$ cat src/rtl/xgemac_wb_regbank_if.sv
// Wishbone classic slave bus bundle for xgemac_wb_regbank.
// wb_err_o exists only when XGEMAC_WB_ERR_EN is defined.
interface xgemac_wb_regbank_if #(
   parameter int DATA_WIDTH = 32,
   parameter int ADDR_WIDTH = 8
);
   logic [ADDR_WIDTH-1:0] wb_adr_i;
   logic                  wb_cyc_i;
   logic                  wb_stb_i;
   logic                  wb_we_i;
   logic [DATA_WIDTH-1:0] wb_dat_i;
   logic [DATA_WIDTH-1:0] wb_dat_o;
   logic                  wb_ack_o;
`ifdef XGEMAC_WB_ERR_EN
   logic                  wb_err_o;

   modport master (
      output wb_adr_i, wb_cyc_i, wb_stb_i, wb_we_i, wb_dat_i,
      input  wb_dat_o, wb_ack_o, wb_err_o
   );
   modport slave (
      input  wb_adr_i, wb_cyc_i, wb_stb_i, wb_we_i, wb_dat_i,
      output wb_dat_o, wb_ack_o, wb_err_o
   );
`else
   modport master (
      output wb_adr_i, wb_cyc_i, wb_stb_i, wb_we_i, wb_dat_i,
      input  wb_dat_o, wb_ack_o
   );
   modport slave (
      input  wb_adr_i, wb_cyc_i, wb_stb_i, wb_we_i, wb_dat_i,
      output wb_dat_o, wb_ack_o
   );
`endif
endinterface

$ cat src/rtl/xgemac_wb_regbank.sv
// Wishbone register bank: NUM_REGS RW registers, W1C IRQ status, IRQ mask, wait-state FSM.
// Define XGEMAC_WB_ERR_EN to answer unmapped accesses with wb_err_o instead of wb_ack_o.
module xgemac_wb_regbank #(
   parameter int DATA_WIDTH  = 32,
   parameter int ADDR_WIDTH  = 8,
   parameter int NUM_REGS    = 8,
   parameter int NUM_IRQ     = 8,
   parameter int WAIT_STATES = 1
) (
   input  logic                           wb_clk_i,
   input  logic                           wb_rst_i,
   xgemac_wb_regbank_if.slave             wb,
   input  logic [NUM_IRQ-1:0]             irq_i,
   output logic                           wb_int_o,
   output logic [NUM_REGS*DATA_WIDTH-1:0] cfg_o
);

   typedef enum logic [1:0] {ST_IDLE, ST_WAIT, ST_ACK} state_t;

   localparam logic [ADDR_WIDTH-1:0] STATUS_ADDR = ADDR_WIDTH'(NUM_REGS);
   localparam logic [ADDR_WIDTH-1:0] MASK_ADDR   = ADDR_WIDTH'(NUM_REGS + 1);
   localparam logic [3:0]            CNT_INIT    = (WAIT_STATES > 0) ? 4'(WAIT_STATES - 1) : 4'd0;

   state_t                state;
   state_t                state_nxt;
   logic [3:0]            cnt;
   logic [3:0]            cnt_nxt;
   logic                  req;
   logic [ADDR_WIDTH-1:0] adr_q;
   logic                  we_q;
   logic [DATA_WIDTH-1:0] dat_q;
   logic [DATA_WIDTH-1:0] regs [NUM_REGS];
   logic [NUM_IRQ-1:0]    irq_status;
   logic [NUM_IRQ-1:0]    irq_mask;
   logic [NUM_IRQ-1:0]    irq_clr;
   logic                  int_q;
   logic                  mapped;
   logic                  commit;
   logic [DATA_WIDTH-1:0] rd_data;

   assign req    = wb.wb_cyc_i & wb.wb_stb_i;
   assign mapped = (adr_q <= MASK_ADDR);
   assign commit = (state == ST_ACK) && we_q;

   always_ff @(posedge wb_clk_i or negedge wb_rst_i) begin
      if (!wb_rst_i) begin
         state <= ST_IDLE;
         cnt   <= 4'd0;
      end else begin
         state <= state_nxt;
         cnt   <= cnt_nxt;
      end
   end

   // WAIT counts down from WAIT_STATES-1 so it occupies exactly WAIT_STATES cycles.
   always_comb begin
      state_nxt = state;
      cnt_nxt   = cnt;
      case (state)
         ST_IDLE: begin
            if (req) begin
               if (WAIT_STATES == 0) begin
                  state_nxt = ST_ACK;
               end else begin
                  state_nxt = ST_WAIT;
                  cnt_nxt   = CNT_INIT;
               end
            end
         end
         ST_WAIT: begin
            if (!req) begin
               state_nxt = ST_IDLE;
               cnt_nxt   = 4'd0;
            end else if (cnt == 4'd0) begin
               state_nxt = ST_ACK;
            end else begin
               cnt_nxt = cnt - 4'd1;
            end
         end
         ST_ACK:  state_nxt = ST_IDLE;
         default: state_nxt = ST_IDLE;
      endcase
   end

   always_comb begin
      wb.wb_ack_o = 1'b0;
      wb.wb_dat_o = '0;
`ifdef XGEMAC_WB_ERR_EN
      wb.wb_err_o = 1'b0;
`endif
      if (state == ST_ACK) begin
`ifdef XGEMAC_WB_ERR_EN
         wb.wb_ack_o = mapped;
         wb.wb_err_o = !mapped;
`else
         wb.wb_ack_o = 1'b1;
`endif
         wb.wb_dat_o = rd_data;
      end
   end

   always_ff @(posedge wb_clk_i or negedge wb_rst_i) begin
      if (!wb_rst_i) begin
         adr_q <= '0;
         we_q  <= 1'b0;
         dat_q <= '0;
      end else if (state == ST_IDLE && req) begin
         adr_q <= wb.wb_adr_i;
         we_q  <= wb.wb_we_i;
         dat_q <= wb.wb_dat_i;
      end
   end

   // Unmapped addresses fall through to zero, as do IRQ bits above NUM_IRQ.
   always_comb begin
      rd_data = '0;
      for (int k = 0; k < NUM_REGS; k++) begin
         if (adr_q == ADDR_WIDTH'(k)) rd_data = regs[k];
      end
      if (adr_q == STATUS_ADDR) rd_data = DATA_WIDTH'(irq_status);
      if (adr_q == MASK_ADDR)   rd_data = DATA_WIDTH'(irq_mask);
   end

   always_ff @(posedge wb_clk_i or negedge wb_rst_i) begin
      if (!wb_rst_i) begin
         for (int k = 0; k < NUM_REGS; k++) regs[k] <= '0;
      end else if (commit) begin
         for (int k = 0; k < NUM_REGS; k++) begin
            if (adr_q == ADDR_WIDTH'(k)) regs[k] <= dat_q;
         end
      end
   end

   assign irq_clr = (commit && adr_q == STATUS_ADDR) ? dat_q[NUM_IRQ-1:0] : '0;

   // A new event on the same edge as its clear wins, so no event is lost.
   always_ff @(posedge wb_clk_i or negedge wb_rst_i) begin
      if (!wb_rst_i) begin
         irq_status <= '0;
         irq_mask   <= '0;
         int_q      <= 1'b0;
      end else begin
         irq_status <= (irq_status & ~irq_clr) | irq_i;
         if (commit && adr_q == MASK_ADDR) irq_mask <= dat_q[NUM_IRQ-1:0];
         int_q <= |(irq_status & irq_mask);
      end
   end

   assign wb_int_o = int_q;

   for (genvar k = 0; k < NUM_REGS; k++) begin : g_cfg
      assign cfg_o[k*DATA_WIDTH +: DATA_WIDTH] = regs[k];
   end

endmodule

$ cat src/flat_wrapper.sv
// flat-port wrapper written by rule: the top's interface ports become plain ports
module xgemac_wb_regbank_flat 
#(
   parameter int DATA_WIDTH  = 32,
   parameter int ADDR_WIDTH  = 8,
   parameter int NUM_REGS    = 8,
   parameter int NUM_IRQ     = 8,
   parameter int WAIT_STATES = 1
)
  (wb_clk_i, wb_rst_i, irq_i, wb_int_o, cfg_o, wb_wb_adr_i, wb_wb_cyc_i, wb_wb_stb_i, wb_wb_we_i, wb_wb_dat_i, wb_wb_dat_o, wb_wb_ack_o);
  xgemac_wb_regbank_if #(.DATA_WIDTH(DATA_WIDTH), .ADDR_WIDTH(ADDR_WIDTH)) wb_i ();
  input  logic wb_clk_i;
  input  logic wb_rst_i;
  input  logic [NUM_IRQ-1:0] irq_i;
  output logic wb_int_o;
  output logic [NUM_REGS*DATA_WIDTH-1:0] cfg_o;
  input wire logic [$bits(wb_i.wb_adr_i)-1:0] wb_wb_adr_i;
  input wire logic [$bits(wb_i.wb_cyc_i)-1:0] wb_wb_cyc_i;
  input wire logic [$bits(wb_i.wb_stb_i)-1:0] wb_wb_stb_i;
  input wire logic [$bits(wb_i.wb_we_i)-1:0] wb_wb_we_i;
  input wire logic [$bits(wb_i.wb_dat_i)-1:0] wb_wb_dat_i;
  output wire logic [$bits(wb_i.wb_dat_o)-1:0] wb_wb_dat_o;
  output wire logic [$bits(wb_i.wb_ack_o)-1:0] wb_wb_ack_o;
  assign wb_i.wb_adr_i = wb_wb_adr_i;
  assign wb_i.wb_cyc_i = wb_wb_cyc_i;
  assign wb_i.wb_stb_i = wb_wb_stb_i;
  assign wb_i.wb_we_i = wb_wb_we_i;
  assign wb_i.wb_dat_i = wb_wb_dat_i;
  assign wb_wb_dat_o = wb_i.wb_dat_o;
  assign wb_wb_ack_o = wb_i.wb_ack_o;
  xgemac_wb_regbank #(.DATA_WIDTH(DATA_WIDTH), .ADDR_WIDTH(ADDR_WIDTH), .NUM_REGS(NUM_REGS), .NUM_IRQ(NUM_IRQ), .WAIT_STATES(WAIT_STATES)) u_core (.wb_clk_i(wb_clk_i), .wb_rst_i(wb_rst_i), .wb(wb_i), .irq_i(irq_i), .wb_int_o(wb_int_o), .cfg_o(cfg_o));
endmodule
$ cat config.mk
export PLATFORM = sky130hd
export DESIGN_NAME = xgemac_wb_regbank_flat
export DESIGN_NICKNAME = d
export VERILOG_FILES = /design/src/rtl/xgemac_wb_regbank_if.sv /design/src/rtl/xgemac_wb_regbank.sv /design/src/flat_wrapper.sv
export SDC_FILE = /design/constraint.sdc
export NUM_CORES = 1
export LEC_CHECK = 0
export CORE_MARGIN = 3
export CORE_UTILIZATION = 46
export CTS_CLUSTER_DIAMETER = 30
export CTS_CLUSTER_SIZE = 16
export DETAILED_ROUTE_END_ITERATION = 10
export PLACE_DENSITY = 0.73
export SLEW_MARGIN = 10
export SYNTH_ARGS = -nofsm -noshare
export SYNTH_HDL_FRONTEND = slang
export SYNTH_SLANG_ARGS = --single-unit
export TNS_END_PERCENT = 10
$ cat constraint.sdc
create_clock -name wb_clk_i -period 2.1 [get_ports wb_clk_i]
set_input_delay 0.315 -clock wb_clk_i [delete_from_list [all_inputs] [get_ports wb_clk_i]]
set_output_delay 0.315 -clock wb_clk_i [all_outputs]
set_load 0.03 [all_outputs]
==> summary.txt, run 1 <==
Routing
  – WL/cell: ~26 um
  – Antenna Nets Post-Route: 0
  – Vias: 12400
  – Pre-antenna DRT Iters: 5
  – Drt total wl: around 53 mm
  – Routed vias/inst: around 5.9
  – DRC viols: 0
  – 1st-iter DRT viols: 658

Setup path
  – Kind of critical path: flop to primary output
  – Critical-path maximum fanout: 9
  – R2R cell count: 9
  – Worst Path Required: 1.78 ns
  – Worst EP arrival: 2.77 ns
  – Max stage delay on crit path: 0.61 ns
  – CP startpoint kind: flop
  – Critical path capture point type: primary output
  – CP cell instances: or4_4 > or3_4 > buf_6 > o22ai_1 > nand3_2 > a21oi_4 > buf_4
  – CP max-delay cell: or4_4

Timing
  – Clock Skew: 0.0248 ns
  – Final hold viol count: 0
  – Slew Limit Fails: 0
  – Worst-Margin Slew: approximately 0.48 ns
  – Tmin final: 3.08 ns
  – Fin worst setup slack: -0.984 ns
  – Slew HR: 68.3%
  – Fmax: 324 MHz
  – RSZ-0062 raised after global routing: true
  – Setup TNS: -82.71 ns
  – Final setup vio count: 290
  – Final Cycle Share: 147%

Floorplanning
  – Die X-Extent: 185 um
  – Core Region: 31100 um2
  – Core Rows: between 60 and 70
  – Starting Density: 47.4%
  – Top Ports: 343
  – Die H: 185 um
  – DIE AREA: 34200 um2

Clock network
  – Clock Latency Late Sink: between 0.5 and 0.6 ns
  – Clock sinks: 320
  – Root Buffer Master: clkbuf_16
  – Clock Pin Slew Worst Setup and Hold Paths: 0.05 ns
  – CTS tree: done
  – CTS buffer count: 70
  – Longest Clk Path Bufs: 3
  – H-Tree Depth: 3

Synthesis
  – Syn Nets: 1231
  – Syn_area_per_cell: 12.5 um2
  – Most frequent cells after synthesis: dfrtp_1, mux2_2, o21ai_0, nand2_1, clkbuf_1
  – Yosys top cell area share: 54.4%
  – Syn Inst Count: between 1000 and 1500
  – Ys async rst share: 100%
  – Main flop type after synthesis: dfrtp_1
  – Yosys Warn Count: 0
  – Synth cell types: 53
  – Post-synthesis sequential area ratio: 54.4%
  – Seq cells post-synth: 320
  – Dominant cells by area after synthesis: dfrtp_1, mux2_2, mux2_1, o21ai_0, o22ai_1
  – Mapped cell area: 14700 um2
  – Cell with the most instances after synthesis: dfrtp_1
  – Most area-hungry cell type in the Yosys netlist: dfrtp_1
  – EDFF count, synth: 0

Job
  – Max Cap Viol: 0

Placed design
  – IO Port Bufs: between 300 and 400
  – Post-DP HPWL: 35.3 mm
  – Routability cong.: 0.855

Global route
  – GRT Util Overall: between 30% and 40%
  – Largest net degree at the start of global routing: 66
  – Global route overflow: 0
  – Vias in the first global route: between 10000 and 15000
  – First-pass GRT wire length: 80.5 mm
  – Initial antenna violation count: 1

Pwr
  – VDD IR max: roughly 540 uV
  – Total chip power: between 15 and 20 mW
  – Pwr Density: 859 nW/um2
  – Leakage: between 10 and 15 nW

Status
  – Failing checks: negative setup slack
  – Outcome: finished with violations

Cells and area
  – Fillcell total: 1986
  – N_diodes: 0
  – Final core occ: about three quarters
  – Synth-to-Final Area Change: 54.9%
  – Share of layout cells above drive strength 1: 41.8%
  – Nets: 1691

Worst hold path
  – Hold Crit Class: input pin to async pin
-- metrics by stage --
| stage | setup WS, ns | std cells | hold slack [ns] | instance area [um2] |
|---|---|---|---|---|
| after floorplan | -0.346 | 1176 | 0.0194 | 15000 |
| after global placement | -0.501 | 1947 | 0.270 | 19700 |
| after detailed placement | -0.522 | 1947 | 0.272 | 19700 |
| after CTS | -0.979 | 2077 | 0.296 | 22500 |
| after global routing | -1.05 | 2083 | 0.337 | 22800 |
| final | -0.984 | 2083 | 0.296 | 22800 |
-- critical path, delay by kind of cell, from the launching register on --
family	cells	cell delay, ns
and+or+nand+nor	3	1.18
DFF	1	0.38
buffers and inverters	2	0.36
AOI/OAI and AO/OA	2	0.31
-- cell usage in the layout (no fill, tap or decap), types with 11 or more instances in the layout --
cell type / n
nand4b_1: 23
a21oi_4: 20
buf_4: 98
clkbuf_16: 72
o21ai_0: 59
o21ai_2: 23
nand2_1: 54
nand3_1: 12
clkdlybuf4s50_1: 308
dfrtp_1: 318
mux2_1: 34
mux2i_1: 15
buf_12: 24
mux2_2: 288
nand3_2: 16
o22ai_1: 36
clkbuf_1: 11
nor2_1: 34
buf_6: 47
-- state kept, by name, indices dropped and copies added, names as in the netlist --
register,cells
u_core.adr_q,8
u_core.cfg_o,256
u_core.cnt,4
u_core.dat_q,32
u_core.irq_mask,8
u_core.irq_status,8
u_core.state,2
u_core.wb_int_o,1
u_core.we_q,1
-- repair_timing --
item                                    4_1_cts  5_1_grt
hold buffers                                  1        0
pin swaps                                    32       17
endpoints found under the hold margin        45        0
buffers inserted                              5        5
endpoints found under the setup margin      304      305
resized for setup                           123       53
gates cloned                                  1        1
-- kinds of logic after synthesis --
logic type / Yosys count / synth area share (%)
simple gates: 197 / 7.15
fa+ha+maj: 2 / 0.170
buf+inv: 96 / 2.95
flops: 320 / 54.4
mux: 350 / 26.9
compound gates: 211 / 8.50
-- power breakdown --
group	total (mW)	internal [mW]	leakage, nW	switching [mW]
sequential	6.83	6.39	4.33	0.441
clock	10.6	7.15	1.11	3.48
combinational	2.14	0.913	4.70	1.22
-- area by class of cell --
| cell class | instances | area (um2) | share of cell area (%) |
|---|---|---|---|
| Timing Repair Buffer | 480 | 4880 | 21.4 |
| Clock inverter | 31 | 349 | 1.53 |
| Clock buffer | 92 | 1960 | 8.57 |
| Multi-Input combinational cell | 760 | 7100 | 31.1 |
| Inverter | 4 | 15.0 | 0.0658 |
| Sequential cell | 320 | 8020 | 35.1 |
| Tap cell | 396 | 495 | 2.17 |
-- worst paths after layout --
check,from,to,slack [ns]
max in group asynchronous,wb_rst_i,u_core.cfg_o[118]$_DFFE_PN0P_,1.06
min in group wb_clk_i,wb_wb_dat_i[24],u_core.dat_q[24]$_DFFE_PN0P_,0.38
min reg2reg,u_core.irq_status[2]$_DFF_PN0_,u_core.irq_status[2]$_DFF_PN0_,0.50
min,wb_rst_i,u_core.cfg_o[65]$_DFFE_PN0P_,0.30
max,u_core.adr_q[6]$_DFFE_PN0P_,wb_wb_dat_o[17],-0.98
max reg2reg,u_core.adr_q[6]$_DFFE_PN0P_,u_core.cfg_o[125]$_DFFE_PN0P_,-0.54
-- per-layer routing --
metal  vias up  global-route usage [%]  part of all wire [%]
li1       5276                       -                     -
met1      6371                    38.6                    39
met2       610                    51.1                    49
met3       128                    8.37                   8.7
met4         2                    11.7                   3.3
met5         -                       0                 0.024
Note: power is estimated with default switching activity, not from simulation.
==> run 2, diff against run 1 <==
--- a/config.mk
+++ b/config.mk
@@ -5,6 +5,7 @@
 export SDC_FILE = /design/constraint.sdc
 export NUM_CORES = 1
 export LEC_CHECK = 0
+export CAP_MARGIN = 20
 export CORE_MARGIN = 3
 export CORE_UTILIZATION = 46
 export CTS_CLUSTER_DIAMETER = 30
==> results of run 2 <==
Same layout as run 1: the final DEF is identical, and so are final timing and power.
==> run 3, diff against run 2 <==
--- a/config.mk
+++ b/config.mk
@@ -5,7 +5,6 @@
 export SDC_FILE = /design/constraint.sdc
 export NUM_CORES = 1
 export LEC_CHECK = 0
-export CAP_MARGIN = 20
 export CORE_MARGIN = 3
 export CORE_UTILIZATION = 46
 export CTS_CLUSTER_DIAMETER = 30
==> results of run 3 <==
Same layout as run 1: the final DEF is identical, and so are final timing and power.
